<file path="config.mk">
export PLATFORM = sky130hd
export DESIGN_NAME = mole_spawner
export DESIGN_NICKNAME = d
export VERILOG_FILES = /design/src/rtl/mole_pkg.sv /design/src/rtl/mole_lfsr.sv /design/src/rtl/mole_spawner.sv
export SDC_FILE = /design/constraint.sdc
export NUM_CORES = 1
export LEC_CHECK = 0
export ABC_AREA = 0
export ABC_CLOCK_PERIOD_IN_PS = 3400
export CAP_MARGIN = 10
export CORE_MARGIN = 4
export CORE_UTILIZATION = 50
export DETAILED_ROUTE_END_ITERATION = 10
export PLACE_DENSITY = 0.74
export SYNTH_ARGS = -nofsm -noshare
export SYNTH_HDL_FRONTEND = slang
export SYNTH_SLANG_ARGS = --single-unit
</file>
<file path="constraint.sdc">
create_clock -name clk -period 3.4 [get_ports clk]
set_clock_uncertainty 0.15 [all_clocks]
set_input_delay 0.68 -clock clk [delete_from_list [all_inputs] [get_ports clk]]
set_output_delay 0.68 -clock clk [all_outputs]
set_load 0.05 [all_outputs]
</file>
<file path="src/rtl/mole_pkg.sv">
// -----------------------------------------------------------------------------
// mole_pkg
// Shared definitions for the mole spawner slice: FSM state encoding, default
// mole count, LFSR feedback mask, score width and the saturating score helper.
// No ports (package).
// -----------------------------------------------------------------------------
package mole_pkg;

  typedef enum logic [1:0] {
    IDLE     = 2'd0,
    GAP      = 2'd1,
    LIT      = 2'd2,
    WAIT_ACK = 2'd3
  } state_t;

  localparam int DEFAULT_N_MOLES = 18;
  localparam logic [15:0] LFSR_MASK = 16'hB400;
  localparam int SCORE_W = 8;
  localparam logic [SCORE_W-1:0] SCORE_MAX = {SCORE_W{1'b1}};
  localparam logic [SCORE_W-1:0] SCORE_ONE = {{(SCORE_W-1){1'b0}}, 1'b1};

  // Increment a score, holding at all-ones instead of wrapping.
  function automatic logic [SCORE_W-1:0] sat_inc(input logic [SCORE_W-1:0] v);
    logic [SCORE_W-1:0] r;
    if (v == SCORE_MAX) begin
      r = v;
    end else begin
      r = v + SCORE_ONE;
    end
    return r;
  endfunction

endpackage

</file>
<file path="src/rtl/mole_lfsr.sv">
// -----------------------------------------------------------------------------
// mole_lfsr
// 16-bit right-shifting Galois LFSR. Advances on every clock edge; loads SEED
// while rst_n is low (synchronous).
// Ports:
//   clk   in   system clock
//   rst_n in   synchronous active-low reset
//   q     out  current LFSR state
// -----------------------------------------------------------------------------
module mole_lfsr
  import mole_pkg::*;
#(
  parameter logic [15:0] SEED = 16'hACE1,
  parameter logic [15:0] MASK = LFSR_MASK
) (
  input  logic        clk,
  input  logic        rst_n,
  output logic [15:0] q
);

  // State register: shift right, fold the mask in when a one falls out.
  always_ff @(posedge clk) begin
    if (!rst_n) begin
      q <= SEED;
    end else if (q[0]) begin
      q <= (q >> 1) ^ MASK;
    end else begin
      q <= q >> 1;
    end
  end

endmodule

</file>
<file path="src/rtl/mole_spawner.sv">
// -----------------------------------------------------------------------------
// mole_spawner
// Round sequencer for the whack-a-mole game: waits a dark gap, lights one
// pseudo-random mole (never the same as the previous one), and darkens it on
// hit, miss or lit-timeout. Keeps saturating hit/miss scores.
// Ports:
//   clk           in   system clock
//   rst_n         in   synchronous active-low reset
//   tick          in   1-ms single-cycle strobe
//   enable        in   game running level
//   hit_pulse     in   detector hit, one cycle
//   miss_pulse    in   detector miss, one cycle
//   active_onehot out  lit mole lamp vector, one-hot or zero
//   mole_idx      out  index of current / last lit mole
//   hit_count     out  saturating hit score
//   miss_count    out  saturating miss score
//   busy          out  high whenever the FSM is not idle
// -----------------------------------------------------------------------------
module mole_spawner
  import mole_pkg::*;
#(
  parameter int          N_MOLES   = DEFAULT_N_MOLES,
  parameter int unsigned GAP_TICKS = 500,
  parameter int unsigned LIT_TICKS = 1200,
  parameter int unsigned ACK_TICKS = 50,
  parameter logic [15:0] LFSR_SEED = 16'hACE1
) (
  input  logic                       clk,
  input  logic                       rst_n,
  input  logic                       tick,
  input  logic                       enable,
  input  logic                       hit_pulse,
  input  logic                       miss_pulse,
  output logic [N_MOLES-1:0]         active_onehot,
  output logic [$clog2(N_MOLES)-1:0] mole_idx,
  output logic [SCORE_W-1:0]         hit_count,
  output logic [SCORE_W-1:0]         miss_count,
  output logic                       busy
);

  localparam int IDX_W = $clog2(N_MOLES);
  // One extra bit so LFSR slices up to 2*N_MOLES-1 compare cleanly against N.
  localparam logic [IDX_W:0] N_EXT  = N_MOLES[IDX_W:0];
  localparam logic [IDX_W:0] N_LAST = N_EXT - {{IDX_W{1'b0}}, 1'b1};
  localparam logic [IDX_W:0] C_ONE  = {{IDX_W{1'b0}}, 1'b1};
  localparam logic [N_MOLES-1:0] LAMP_LSB = {{(N_MOLES-1){1'b0}}, 1'b1};
  localparam logic [31:0] GAP_LAST = 32'(GAP_TICKS - 32'd1);
  localparam logic [31:0] LIT_LAST = 32'(LIT_TICKS - 32'd1);
  localparam logic [31:0] ACK_LAST = 32'(ACK_TICKS - 32'd1);

  state_t         state;
  logic [31:0]    tick_cnt;
  logic [15:0]    lfsr_q;
  logic [IDX_W:0] cand_raw;
  logic [IDX_W:0] cand_wrap;
  logic [IDX_W:0] cand;

  // Only the low IDX_W bits of the LFSR pick the mole.
  logic unused_lfsr_bits;
  assign unused_lfsr_bits = ^lfsr_q[15:IDX_W];

  mole_lfsr #(
    .SEED (LFSR_SEED),
    .MASK (LFSR_MASK)
  ) u_lfsr (
    .clk   (clk),
    .rst_n (rst_n),
    .q     (lfsr_q)
  );

  // Next-mole candidate: fold the LFSR slice into range, then step past the
  // previous mole so the same lamp never lights twice in a row.
  always_comb begin
    cand_raw = {1'b0, lfsr_q[IDX_W-1:0]};
    if (cand_raw >= N_EXT) begin
      cand_wrap = cand_raw - N_EXT;
    end else begin
      cand_wrap = cand_raw;
    end
    if (cand_wrap == {1'b0, mole_idx}) begin
      if (cand_wrap == N_LAST) begin
        cand = '0;
      end else begin
        cand = cand_wrap + C_ONE;
      end
    end else begin
      cand = cand_wrap;
    end
  end

  // Round FSM with registered lamp, index, scores and busy flag.
  always_ff @(posedge clk) begin
    if (!rst_n) begin
      state         <= IDLE;
      tick_cnt      <= 32'd0;
      active_onehot <= '0;
      mole_idx      <= '0;
      hit_count     <= '0;
      miss_count    <= '0;
      busy          <= 1'b0;
    end else if (!enable) begin
      // Scores and mole_idx hold so the display can still read them.
      state         <= IDLE;
      tick_cnt      <= 32'd0;
      active_onehot <= '0;
      busy          <= 1'b0;
    end else begin
      case (state)
        IDLE: begin
          hit_count  <= '0;
          miss_count <= '0;
          tick_cnt   <= 32'd0;
          state      <= GAP;
          busy       <= 1'b1;
        end
        GAP: begin
          if (tick) begin
            if (tick_cnt == GAP_LAST) begin
              mole_idx      <= cand[IDX_W-1:0];
              active_onehot <= LAMP_LSB << cand;
              tick_cnt      <= 32'd0;
              state         <= LIT;
            end else begin
              tick_cnt <= tick_cnt + 32'd1;
            end
          end
        end
        LIT: begin
          // A pulse on the timeout tick is scored as that pulse.
          if (hit_pulse) begin
            hit_count     <= sat_inc(hit_count);
            active_onehot <= '0;
            tick_cnt      <= 32'd0;
            state         <= GAP;
          end else if (miss_pulse) begin
            miss_count    <= sat_inc(miss_count);
            active_onehot <= '0;
            tick_cnt      <= 32'd0;
            state         <= GAP;
          end else if (tick && (tick_cnt == LIT_LAST)) begin
            active_onehot <= '0;
            tick_cnt      <= 32'd0;
            state         <= WAIT_ACK;
          end else if (tick) begin
            tick_cnt <= tick_cnt + 32'd1;
          end
        end
        WAIT_ACK: begin
          // The detector should report the vanished mole as a miss; if it
          // stays silent for ACK_TICKS the miss is scored here instead.
          if (hit_pulse) begin
            hit_count <= sat_inc(hit_count);
            tick_cnt  <= 32'd0;
            state     <= GAP;
          end else if (miss_pulse) begin
            miss_count <= sat_inc(miss_count);
            tick_cnt   <= 32'd0;
            state      <= GAP;
          end else if (tick && (tick_cnt == ACK_LAST)) begin
            miss_count <= sat_inc(miss_count);
            tick_cnt   <= 32'd0;
            state      <= GAP;
          end else if (tick) begin
            tick_cnt <= tick_cnt + 32'd1;
          end
        end
        default: begin
          state         <= IDLE;
          tick_cnt      <= 32'd0;
          active_onehot <= '0;
          busy          <= 1'b0;
        end
      endcase
    end
  end

endmodule

</file>
==> results of run 1 <==
[layout by cell type, fill, tap and decap left out, types with 6 or more instances in the layout]
cell             synthesis  final
a211oi_1                 7      7
a21oi_1                 24     24
a22o_1                   8      8
a31oi_1                 17     17
a41oi_1                  7      7
and2_1                  12     12
and3_1                  12     12
buf_4                    0     16
clkbuf_8                 0     10
clkdlybuf4s50_1          0     45
dfxtp_1                 90     90
ha_1                    12     12
inv_1                   19     19
mux2i_1                 14     14
nand2_1                 50     50
nand2b_1                11     11
nand3_1                 35     35
nand4_1                 14     14
nor2_1                  58     58
nor2b_1                  6      6
nor3_1                  13     13
nor4_1                   9      9
o21ai_0                 19     19
o21ai_1                  8      8
o31ai_1                 12     12
or3_1                    7      7
xnor2_1                 13     13
[layout make-up]
type,count,area [sq um]
inverter,20,75.1
sequential,90,1800
timing repair buffer,61,571
fill,803,3630
clock buffer,10,138
tap,129,161
multi-input combinational,436,2800
clock inverter,5,62.6
[power groups by stage]
stage | clock network (uW) | logic [uW] | registers (uW)
3_3_place_gp | 0 | 205 | 1110
4_1_cts | 776 | 209 | 1080
5_1_grt | 817 | 232 | 1090
6_report | 759 | 212 | 1080
3_5_place_dp | 0 | 208 | 1110
2_1_floorplan | 0 | 147 | 1110
[registers in the layout, summed over array words and instances (netlist names)]
register and cells:
tick_cnt 32, active_onehot 18, u_lfsr.q 16, hit_count 8, miss_count 8, mole_idx 5
state 2, busy 1
[critical path: stages (launching register included)]
cell      delay, ps
dfxtp_1         470
inv_1           100
ha_1            300
and2_4          170
o31ai_1         300
o211a_2         280
nand3_2         160
a211oi_1        560
nand3_1         320
o21ai_0         230
[worst min-delay path by stage]
stage | depth (start not counted) | startpoint | slack [ps] | endpoint
floorplan | 1 | u_lfsr.q[12]$_SDFF_PN0_ | 240 | u_lfsr.q[11]$_SDFF_PN1_
global placement | 1 | u_lfsr.q[8]$_SDFF_PN0_ | 240 | u_lfsr.q[7]$_SDFF_PN1_
detailed placement | 1 | u_lfsr.q[8]$_SDFF_PN0_ | 240 | u_lfsr.q[7]$_SDFF_PN1_
CTS | 1 | u_lfsr.q[12]$_SDFF_PN0_ | 270 | u_lfsr.q[11]$_SDFF_PN1_
global route | 1 | u_lfsr.q[8]$_SDFF_PN0_ | 290 | u_lfsr.q[7]$_SDFF_PN1_
finish | 1 | u_lfsr.q[8]$_SDFF_PN0_ | 270 | u_lfsr.q[7]$_SDFF_PN1_
[through the flow]
step / area (sq um) / util / hold slack [ps]
after floorplan: 4750 / - / 236
after global placement: 5410 / 0.585 / 240
after detailed placement: 5410 / 0.585 / 245
after CTS: 5610 / 0.607 / 273
after global routing: 5610 / 0.607 / 287
final: 5610 / 0.607 / 269
[per-layer routing]
metal  vias up  wire length [microns]
met2       153                   5540
li1       2194                      -
met3        22                    689
met5         -                      0
met1      2073                   5430
met4         0                    215
[cells in the mapped netlist, drive strengths merged (6+ instances only)]
cell type | count | area share
a211oi | 7 | 0.011
a21oi | 24 | 0.025
a22o | 8 | 0.015
a31oi | 17 | 0.022
a41oi | 7 | 0.013
and2 | 14 | 0.019
and3 | 12 | 0.016
buf | 7 | 0.0068
clkbuf | 11 | 0.0087
dfxtp | 90 | 0.38
ha | 12 | 0.032
inv | 19 | 0.015
mux2i | 14 | 0.030
nand2 | 50 | 0.040
nand2b | 11 | 0.014
nand3 | 37 | 0.041
nand4 | 15 | 0.021
nor2 | 58 | 0.046
nor2b | 6 | 0.0079
nor3 | 15 | 0.018
nor4 | 12 | 0.022
o21ai | 28 | 0.032
o31ai | 12 | 0.019
or3 | 9 | 0.014
xnor2 | 13 | 0.024
[cell families after synthesis]
logic type                 Yosys count
buffers and inverters               38
muxes                               15
adders and majority gates           12
DFF                                 90
and+or+nand+nor                    254
xor gates and xnor gates            17
AOI/OAI and AO/OA                  138
==> results.py, run 1 <==
metrics = {
    "critical_path": {
        "crit_path_start": "u_lfsr.q[1]$_SDFF_PN0_",
        "critPathLaunchType": "flip-flop",
        "critPathKind": "flip-flop to flip-flop",
        "crit_end": "active_onehot[11]$_SDFFE_PN0P_",
        "rr_worst_depth": 9,
        "reg2reg_slack_ps": 290,
        "reg2reg_from": "u_lfsr.q[1]$_SDFF_PN0_",
        "worstPathMaxFanout": 7,
        "rr_endpoint": "active_onehot[11]$_SDFFE_PN0P_",
        "end_kind": "flip-flop",
        "critPathRequiredTime_ps": 3540,
        "arrival_ps": 3250,
    },
    "placement": {
        "pre_cts_ws_ps": 71.7,
        "dp.cells": 736,
        "dp_hpwl_microns": 8690,
        "port_buffers": 45,
        "gp_congestion": 0.903,
    },
    "power_and_ir_drop": {
        "switching_share": 0.265,
        "power_frac_comb": 0.103,
        "p_int_uw": 1510,
        "peakVddDrop_mv": 0.293,
        "clkPwrFrac": 0.369,
        "power_switching_uw": 545,
        "pwr-share-seq": 0.527,
        "p_leak_uw": 0.00191,
        "finalPower_uw": 2050,
        "power.density_nw_per_um2": 366,
    },
    "sta": {
        "finalSetupTns_ps": 0,
        "max_slew_margin": 0.180,
        "setup_viol": 0,
        "layout_setup_ws_ps": 294,
        "finalCritPeriodShare": 0.914,
        "rsz0062_at_grt": "no",
        "period_needed_ps": 3110,
        "hold_viol_final": 0,
        "worst_slew_pin_slew_ps": 1230,
        "drv_slew": 0,
        "fmax_mhz": 322,
    },
    "clocking": {
        "post-cts-setup-buffers": 0,
        "cts_tree": "done",
        "cts_resized": 0,
        "clock_latency_ps": 370,
        "clk_pin_slew_ps": 100,
        "numCtsBuffers": 9,
        "clockRootBuffer": "clkbuf_8",
        "cts.htree.levels": 3,
        "cts_buffer_depth": 2,
        "hold_buffers": 0,
        "cts_sinks": 90,
    },
    "floorplan": {
        "die_y_microns": 105,
        "die_width_microns": 105,
        "initial_core_util": 0.514,
        "num_rows": 35,
        "die-area_sq_um": 11100,
        "ios": 46,
        "placeableCoreArea_sq_um": 9240,
    },
    "grt": {
        "use_met1": 0.283,
        "grt_pass1_vias": 4220,
        "grt_use_met3": 0.0514,
        "grt_max_degree": 25,
        "grtUsageMet2": 0.350,
        "grt-busiest-layer": "met2",
        "track_usage": 0.218,
        "grt-ovfl-total": 0,
        "grt_pass1_wl_microns": 20000,
        "antenna_found_initial": 0,
    },
    "synth": {
        "synth-main-ff-cell": "dfxtp_1",
        "synth_xor_xnor_area_share": 0.0313,
        "synth-compound-area-share": 0.207,
        "synth_edf_count": 0,
        "syn-mean-instance-area_sq_um": 8.42,
        "async_reset_ff_frac": 0,
        "synth.distinct_cells": 70,
        "postSynthCellCount": 564,
        "synth_top_family_by_area": "simple AND/OR/NAND/NOR gates",
        "synthAdderAreaFrac": 0.0316,
        "synth.area.mux_share": 0.0319,
        "synth-seq-cells": 90,
        "synthSimpleGateAreaFrac": 0.288,
        "ys_seq_area_frac": 0.379,
        "synth_nets": 582,
        "synth_warnings": 0,
        "syn_area_sq_um": 4750,
    },
    "detailed_routing": {
        "postRouteAntennaNets": 0,
        "via_count": 4442,
        "drt-total-wl_microns": 11900,
        "drcViolationCount": 0,
        "via_per_inst": 5.91,
        "drtPass1Iterations": 5,
        "wire_per_inst_microns": 15.8,
        "dr.first_iter.drc_count": 299,
    },
    "run": {
        "drv_cap": 0,
    },
    "final_layout": {
        "instances_no_fill": 751,
        "layout.nets": 636,
        "diodes": 0,
        "area_growth_pct": 18.1,
        "layout-drive-gt1-share": 0.0916,
    },
    "worst_hold_path": {
        "hold_class": "flip-flop to flip-flop",
    },
    "status": {
        "status": "finished, final reports clean",
    },
}
No activity file was read; power rests on OpenSTA's default activity.
==> run 2, diff against run 1 <==
--- a/config.mk
+++ b/config.mk
@@ -11,7 +11,9 @@
 export CORE_MARGIN = 4
 export CORE_UTILIZATION = 50
 export DETAILED_ROUTE_END_ITERATION = 10
+export GPL_TIMING_DRIVEN = 0
 export PLACE_DENSITY = 0.74
+export SETUP_SLACK_MARGIN = 0.05
 export SYNTH_ARGS = -nofsm -noshare
 export SYNTH_HDL_FRONTEND = slang
 export SYNTH_SLANG_ARGS = --single-unit
==> constraint.sdc (replaced) <==
create_clock -name clk -period 3.4 [get_ports clk]
set_clock_uncertainty 0.15 [all_clocks]
set_input_delay 0.51 -clock clk [delete_from_list [all_inputs] [get_ports clk]]
set_output_delay 0.51 -clock clk [all_outputs]
set_load 0.05 [all_outputs]
==> results.py, run 2 (synthesized netlist as in run 1, its figures left out) <==
metrics = {
    "status": {
        "status": "finished, final reports clean",
    },
    "clocking": {
        "cts.htree.levels": 3,
        "clock_latency_ps": 370,
        "cts_tree": "done",
        "cts_sinks": 90,
        "clockRootBuffer": "clkbuf_8",
        "clk_pin_slew_ps": 90,
        "hold_buffers": 0,
        "cts_buffer_depth": 2,
        "numCtsBuffers": 9,
    },
    "sta": {
        "drv_slew": 0,
        "setup_viol": 0,
        "worst_slew_pin_slew_ps": 1240,
        "max_slew_margin": 0.171,
        "finalSetupTns_ps": 0,
        "fmax_mhz": 321,
        "layout_setup_ws_ps": 286,
        "rsz0062_at_grt": "no",
        "hold_viol_final": 0,
        "finalCritPeriodShare": 0.916,
        "period_needed_ps": 3110,
    },
    "final_layout": {
        "diodes": 0,
        "area_growth_pct": 18.0,
        "reg.largest.list": "tick_cnt (32), active_onehot (18), u_lfsr.q (16)",
        "regMostFlops": "tick_cnt",
        "layout.nets": 638,
        "largest_reg_flops": 32,
        "final_cell_mix": "dfxtp_1 (90), nor2_1 (58), nand2_1 (50)",
        "postLayoutCellArea_sq_um": 5610,
        "layout-drive-gt1-share": 0.0816,
        "final_common_cell": "dfxtp_1",
        "instances_no_fill": 754,
    },
    "floorplan": {
        "die-area_sq_um": 11100,
        "die_y_microns": 105,
        "placeableCoreArea_sq_um": 9240,
        "num_rows": 35,
        "initial_core_util": 0.514,
        "ios": 46,
        "die_width_microns": 105,
    },
    "critical_path": {
        "worstPathMaxFanout": 8,
        "critPathRequiredTime_ps": 3530,
        "arrival_ps": 3240,
        "critPathKind": "flip-flop to flip-flop",
        "critPathLaunchType": "flip-flop",
        "rr_worst_depth": 8,
        "end_kind": "flip-flop",
    },
    "grt": {
        "grt_max_degree": 15,
        "grtUsageMet2": 0.373,
        "grt-busiest-layer": "met2",
        "grt_pass1_wl_microns": 20500,
        "track_usage": 0.222,
        "grt-ovfl-total": 0,
        "grt_use_met3": 0.0386,
        "grt_pass1_vias": 4280,
        "use_met1": 0.279,
        "antenna_found_initial": 0,
    },
    "power_and_ir_drop": {
        "finalPower_uw": 2110,
        "power.density_nw_per_um2": 376,
        "peakVddDrop_mv": 0.259,
        "p_leak_uw": 0.00189,
    },
    "detailed_routing": {
        "drcViolationCount": 0,
        "drt-total-wl_microns": 12400,
        "dr.first_iter.drc_count": 302,
        "drtPass1Iterations": 5,
        "via_per_inst": 6.09,
        "via_count": 4591,
        "wire_per_inst_microns": 16.5,
        "postRouteAntennaNets": 0,
    },
    "placement": {
        "place_area_sq_um": 5360,
        "gp_congestion": 0.891,
        "dp.cells": 737,
        "dp_hpwl_microns": 9120,
        "pre_cts_ws_ps": 74.4,
        "port_buffers": 44,
    },
    "worst_hold_path": {
        "hold_class": "flip-flop to flip-flop",
        "whs_path_depth": 1,
    },
    "run": {
        "drv_cap": 0,
    },
}
-- run 2: cell count changes in the layout (fill, tap and decap cells not counted), sizes merged --
cell | before | now
bufinv | 1 | 2
inv | 21 | 19
buf | 16 | 8
clkbuf | 10 | 23
clkdlybuf4s50 | 45 | 44
-- run 2: where the power goes --
part / total (uW) / leakage [uW] / switching [uW] / internal [uW]
Sequential: 1080 / 0.000730 / 11.9 / 1070
Combinational: 215 / 0.00106 / 140 / 75.2
Clock: 812 / 0.000103 / 377 / 435
Total: 2110 / 0.00189 / 529 / 1580
-- run 2: timing repair --
item	CTS	global route
gates resized for setup	0	4
endpoints found under the setup margin	0	20
setup buffers	0	1
-- run 2: per-layer routing --
metal | share of wire | wire, microns
met5 | 0 | 0
met4 | 0.029 | 362
met3 | 0.058 | 715
met2 | 0.47 | 5850
met1 | 0.44 | 5480
-- run 2: final cells by class --
type | instances | area [sq um]
inverter | 20 | 75.1
clock inverter | 4 | 75.1
buffer | 18 | 73.8
clock buffer | 12 | 145
multi-input combinational | 436 | 2830
sequential | 90 | 1800
fill | 815 | 3630
tap | 129 | 161
timing repair buffer | 45 | 448
-- run 2: stage by stage --
stage / hold WS, ps / utilization
global route: 279 / 0.607
floorplan: 236 / -
detailed placement: 241 / 0.580
CTS: 270 / 0.604
global placement: 239 / 0.579
finish: 268 / 0.607
-- run 2: critical path, stage by stage (launching register included) --
cell and delay (ps):
dfxtp_1 390, ha_1 270, and3_1 210, nand4_1 140, o31ai_1 80, a211o_1 320
a211oi_1 1020, a31oi_1 190, a311oi_1 260
-- run 2: path summary, 6_finish.rpt --
path,startpoint,end,slack [ps]
setup / recovery,tick_cnt[0]$_SDFFE_PN0P_,tick_cnt[27]$_SDFFE_PN0P_,290
hold / removal,u_lfsr.q[8]$_SDFF_PN0_,u_lfsr.q[7]$_SDFF_PN1_,270
setup reg to reg,tick_cnt[0]$_SDFFE_PN0P_,tick_cnt[27]$_SDFFE_PN0P_,290
hold reg to reg,u_lfsr.q[8]$_SDFF_PN0_,u_lfsr.q[7]$_SDFF_PN1_,270
==> run 3, diff against run 2 <==
--- a/config.mk
+++ b/config.mk
@@ -6,13 +6,13 @@
 export NUM_CORES = 1
 export LEC_CHECK = 0
 export ABC_AREA = 0
-export ABC_CLOCK_PERIOD_IN_PS = 3400
+export ABC_CLOCK_PERIOD_IN_PS = 2590
 export CAP_MARGIN = 10
 export CORE_MARGIN = 4
 export CORE_UTILIZATION = 50
 export DETAILED_ROUTE_END_ITERATION = 10
 export GPL_TIMING_DRIVEN = 0
-export PLACE_DENSITY = 0.74
+export PLACE_DENSITY = 0.77
 export SETUP_SLACK_MARGIN = 0.05
 export SYNTH_ARGS = -nofsm -noshare
 export SYNTH_HDL_FRONTEND = slang
==> constraint.sdc (replaced) <==
create_clock -name clk -period 2.59 [get_ports clk]
set_clock_uncertainty 0.15 [all_clocks]
set_input_delay 0.3885 -clock clk [delete_from_list [all_inputs] [get_ports clk]]
set_output_delay 0.3885 -clock clk [all_outputs]
set_load 0.05 [all_outputs]
==> results.py, run 3 (synthesized netlist as in run 1, its figures left out) <==
metrics = {
    "status": {
        "status": "finished, violations left",
        "failed_checks": "setup timing",
    },
    "final_layout": {
        "regMostFlops": "tick_cnt",
        "largest_reg_flops": 32,
        "layout-drive-gt1-share": 0.267,
        "fin_util": 0.715,
        "area_growth_pct": 39.1,
        "final_cell_mix": "dfxtp_1 (79), nor2_1 (54), buf_4 (50)",
        "layout.nets": 690,
        "diodes": 0,
        "fill_cells": 649,
        "postLayoutCellArea_sq_um": 6610,
        "final_common_cell": "dfxtp_1",
        "reg.largest.list": "tick_cnt (32), active_onehot (18), u_lfsr.q (16)",
    },
    "sta": {
        "finalSetupTns_ps": -2750,
        "layout_setup_ws_ps": -203,
        "hold_viol_final": 0,
        "drv_slew": 0,
        "finalCritPeriodShare": 1.08,
        "max_slew_margin": 0.521,
        "period_needed_ps": 2790,
        "fmax_mhz": 358,
        "worst_slew_pin_slew_ps": 718,
        "setup_viol": 20,
        "rsz0062_at_grt": "yes",
    },
    "detailed_routing": {
        "via_per_inst": 6.35,
        "drcViolationCount": 0,
        "wire_per_inst_microns": 19.2,
        "drtPass1Iterations": 5,
        "drt-total-wl_microns": 15500,
        "via_count": 5118,
        "postRouteAntennaNets": 0,
        "dr.first_iter.drc_count": 520,
    },
    "power_and_ir_drop": {
        "finalPower_uw": 2840,
        "power.density_nw_per_um2": 430,
        "peakVddDrop_mv": 0.362,
        "p_leak_uw": 0.00235,
    },
    "critical_path": {
        "reg2reg_slack_ps": -200,
        "end_kind": "flip-flop",
        "rr_worst_depth": 10,
        "arrival_ps": 2920,
        "cpPeakStageDelay_ps": 420,
        "rr_endpoint": "active_onehot[16]$_SDFFE_PN0P_",
        "path_cells": "buf_4 > nor2_1 > o21ai_4 > ha_1 > inv_1 > nor2_1 > o31ai_1 > mux2i_1 > or3_4 > o41ai_2",
        "critPathLaunchType": "flip-flop",
        "cp_slowest_cell": "or3_4",
        "critPathKind": "flip-flop to flip-flop",
        "reg2reg_from": "u_lfsr.q[2]$_SDFF_PN0_",
        "cp_common_cell": "nor2_1",
        "critPathRequiredTime_ps": 2720,
        "worstPathMaxFanout": 6,
    },
    "worst_hold_path": {
        "hold_class": "input pin to flip-flop",
        "whs_path_depth": 2,
        "holdCritStartpoint": "rst_n",
        "hold_path_end": "u_lfsr.q[5]$_SDFF_PN1_",
    },
    "floorplan": {
        "initial_core_util": 0.514,
        "die_y_microns": 105,
        "die-area_sq_um": 11100,
        "die_width_microns": 105,
        "ios": 46,
        "num_rows": 35,
        "placeableCoreArea_sq_um": 9240,
    },
    "placement": {
        "dp_hpwl_microns": 8920,
        "gp_congestion": 0.902,
        "place_area_sq_um": 5380,
        "port_buffers": 44,
    },
    "clocking": {
        "clock_latency_ps": 370,
        "clk_pin_slew_ps": 100,
        "cts_tree": "done",
        "cts_sinks": 90,
        "cts_buffer_depth": 2,
        "clockRootBuffer": "clkbuf_8",
        "numCtsBuffers": 9,
        "hold_buffers": 0,
        "cts.htree.levels": 3,
    },
    "grt": {
        "grt_pass1_wl_microns": 23100,
        "track_usage": 0.249,
        "grt-ovfl-total": 0,
        "grt_max_degree": 17,
        "antenna_found_initial": 0,
        "grt_pass1_vias": 4716,
    },
    "run": {
        "drv_cap": 0,
    },
}
[run 3: area by class of cell]
type,instances,area (sq um),share of cell area
multi-input cells,436,3370,0.509
clock inverters,7,76.3,0.0115
well taps,129,161,0.0244
clock buffers,9,124,0.0187
flip-flops and latches,90,1830,0.277
plain buffers,16,101,0.0153
repair buffers,99,875,0.132
inverters,20,77.6,0.0117
[run 3: metal layers]
layer,GRT usage,up-vias,share of wire
met5,0,-,0
met4,0.101,0,0.044
met3,0.0484,86,0.078
met2,0.419,323,0.48
met1,0.311,2396,0.40
li1,-,2313,-
[run 3: worst max-delay path: cells and delay by family, from the launching register on]
family          cells  cell delay, ps
flops               1             370
fa+ha+maj           1             260
mux                 1             180
buf+inv             2             320
simple gates        3             770
compound gates      3             650
[run 3: power by group]
part           internal, uW  leakage [uW]  total, uW  switching, uW
Combinational           171       0.00152        438            268
Clock                   453     0.0000962        988            536
Sequential             1400      0.000736       1420           18.1
[run 3: stage by stage]
stage	hold slack, ps	std cells	setup slack [ps]
after detailed placement	247	738	-559
final	234	806	-203
after global placement	242	737	-523
after global routing	295	806	-325
after CTS	239	782	-96.8
after floorplan	236	564	-40.9
[run 3: worst max path at each step]
| stage | from | slack (ps) | cells past startpoint | end |
|---|---|---|---|---|
| CTS | u_lfsr.q[1]$_SDFF_PN0_ | -100 | 9 | active_onehot[16]$_SDFFE_PN0P_ |
| global route | u_lfsr.q[2]$_SDFF_PN0_ | -320 | 10 | active_onehot[16]$_SDFFE_PN0P_ |
| global placement | tick | -520 | 7 | tick_cnt[27]$_SDFFE_PN0P_ |
| detailed placement | tick | -560 | 7 | tick_cnt[27]$_SDFFE_PN0P_ |
| finish | u_lfsr.q[2]$_SDFF_PN0_ | -200 | 10 | active_onehot[16]$_SDFFE_PN0P_ |
| floorplan | u_lfsr.q[1]$_SDFF_PN0_ | -40 | 9 | active_onehot[16]$_SDFFE_PN0P_ |
[run 3: what timing repair did]
action                                  CTS  global route
pin swaps                                29            47
buffers inserted                         28            28
gates resized for setup                  64            68
endpoints found under the setup margin   64            62
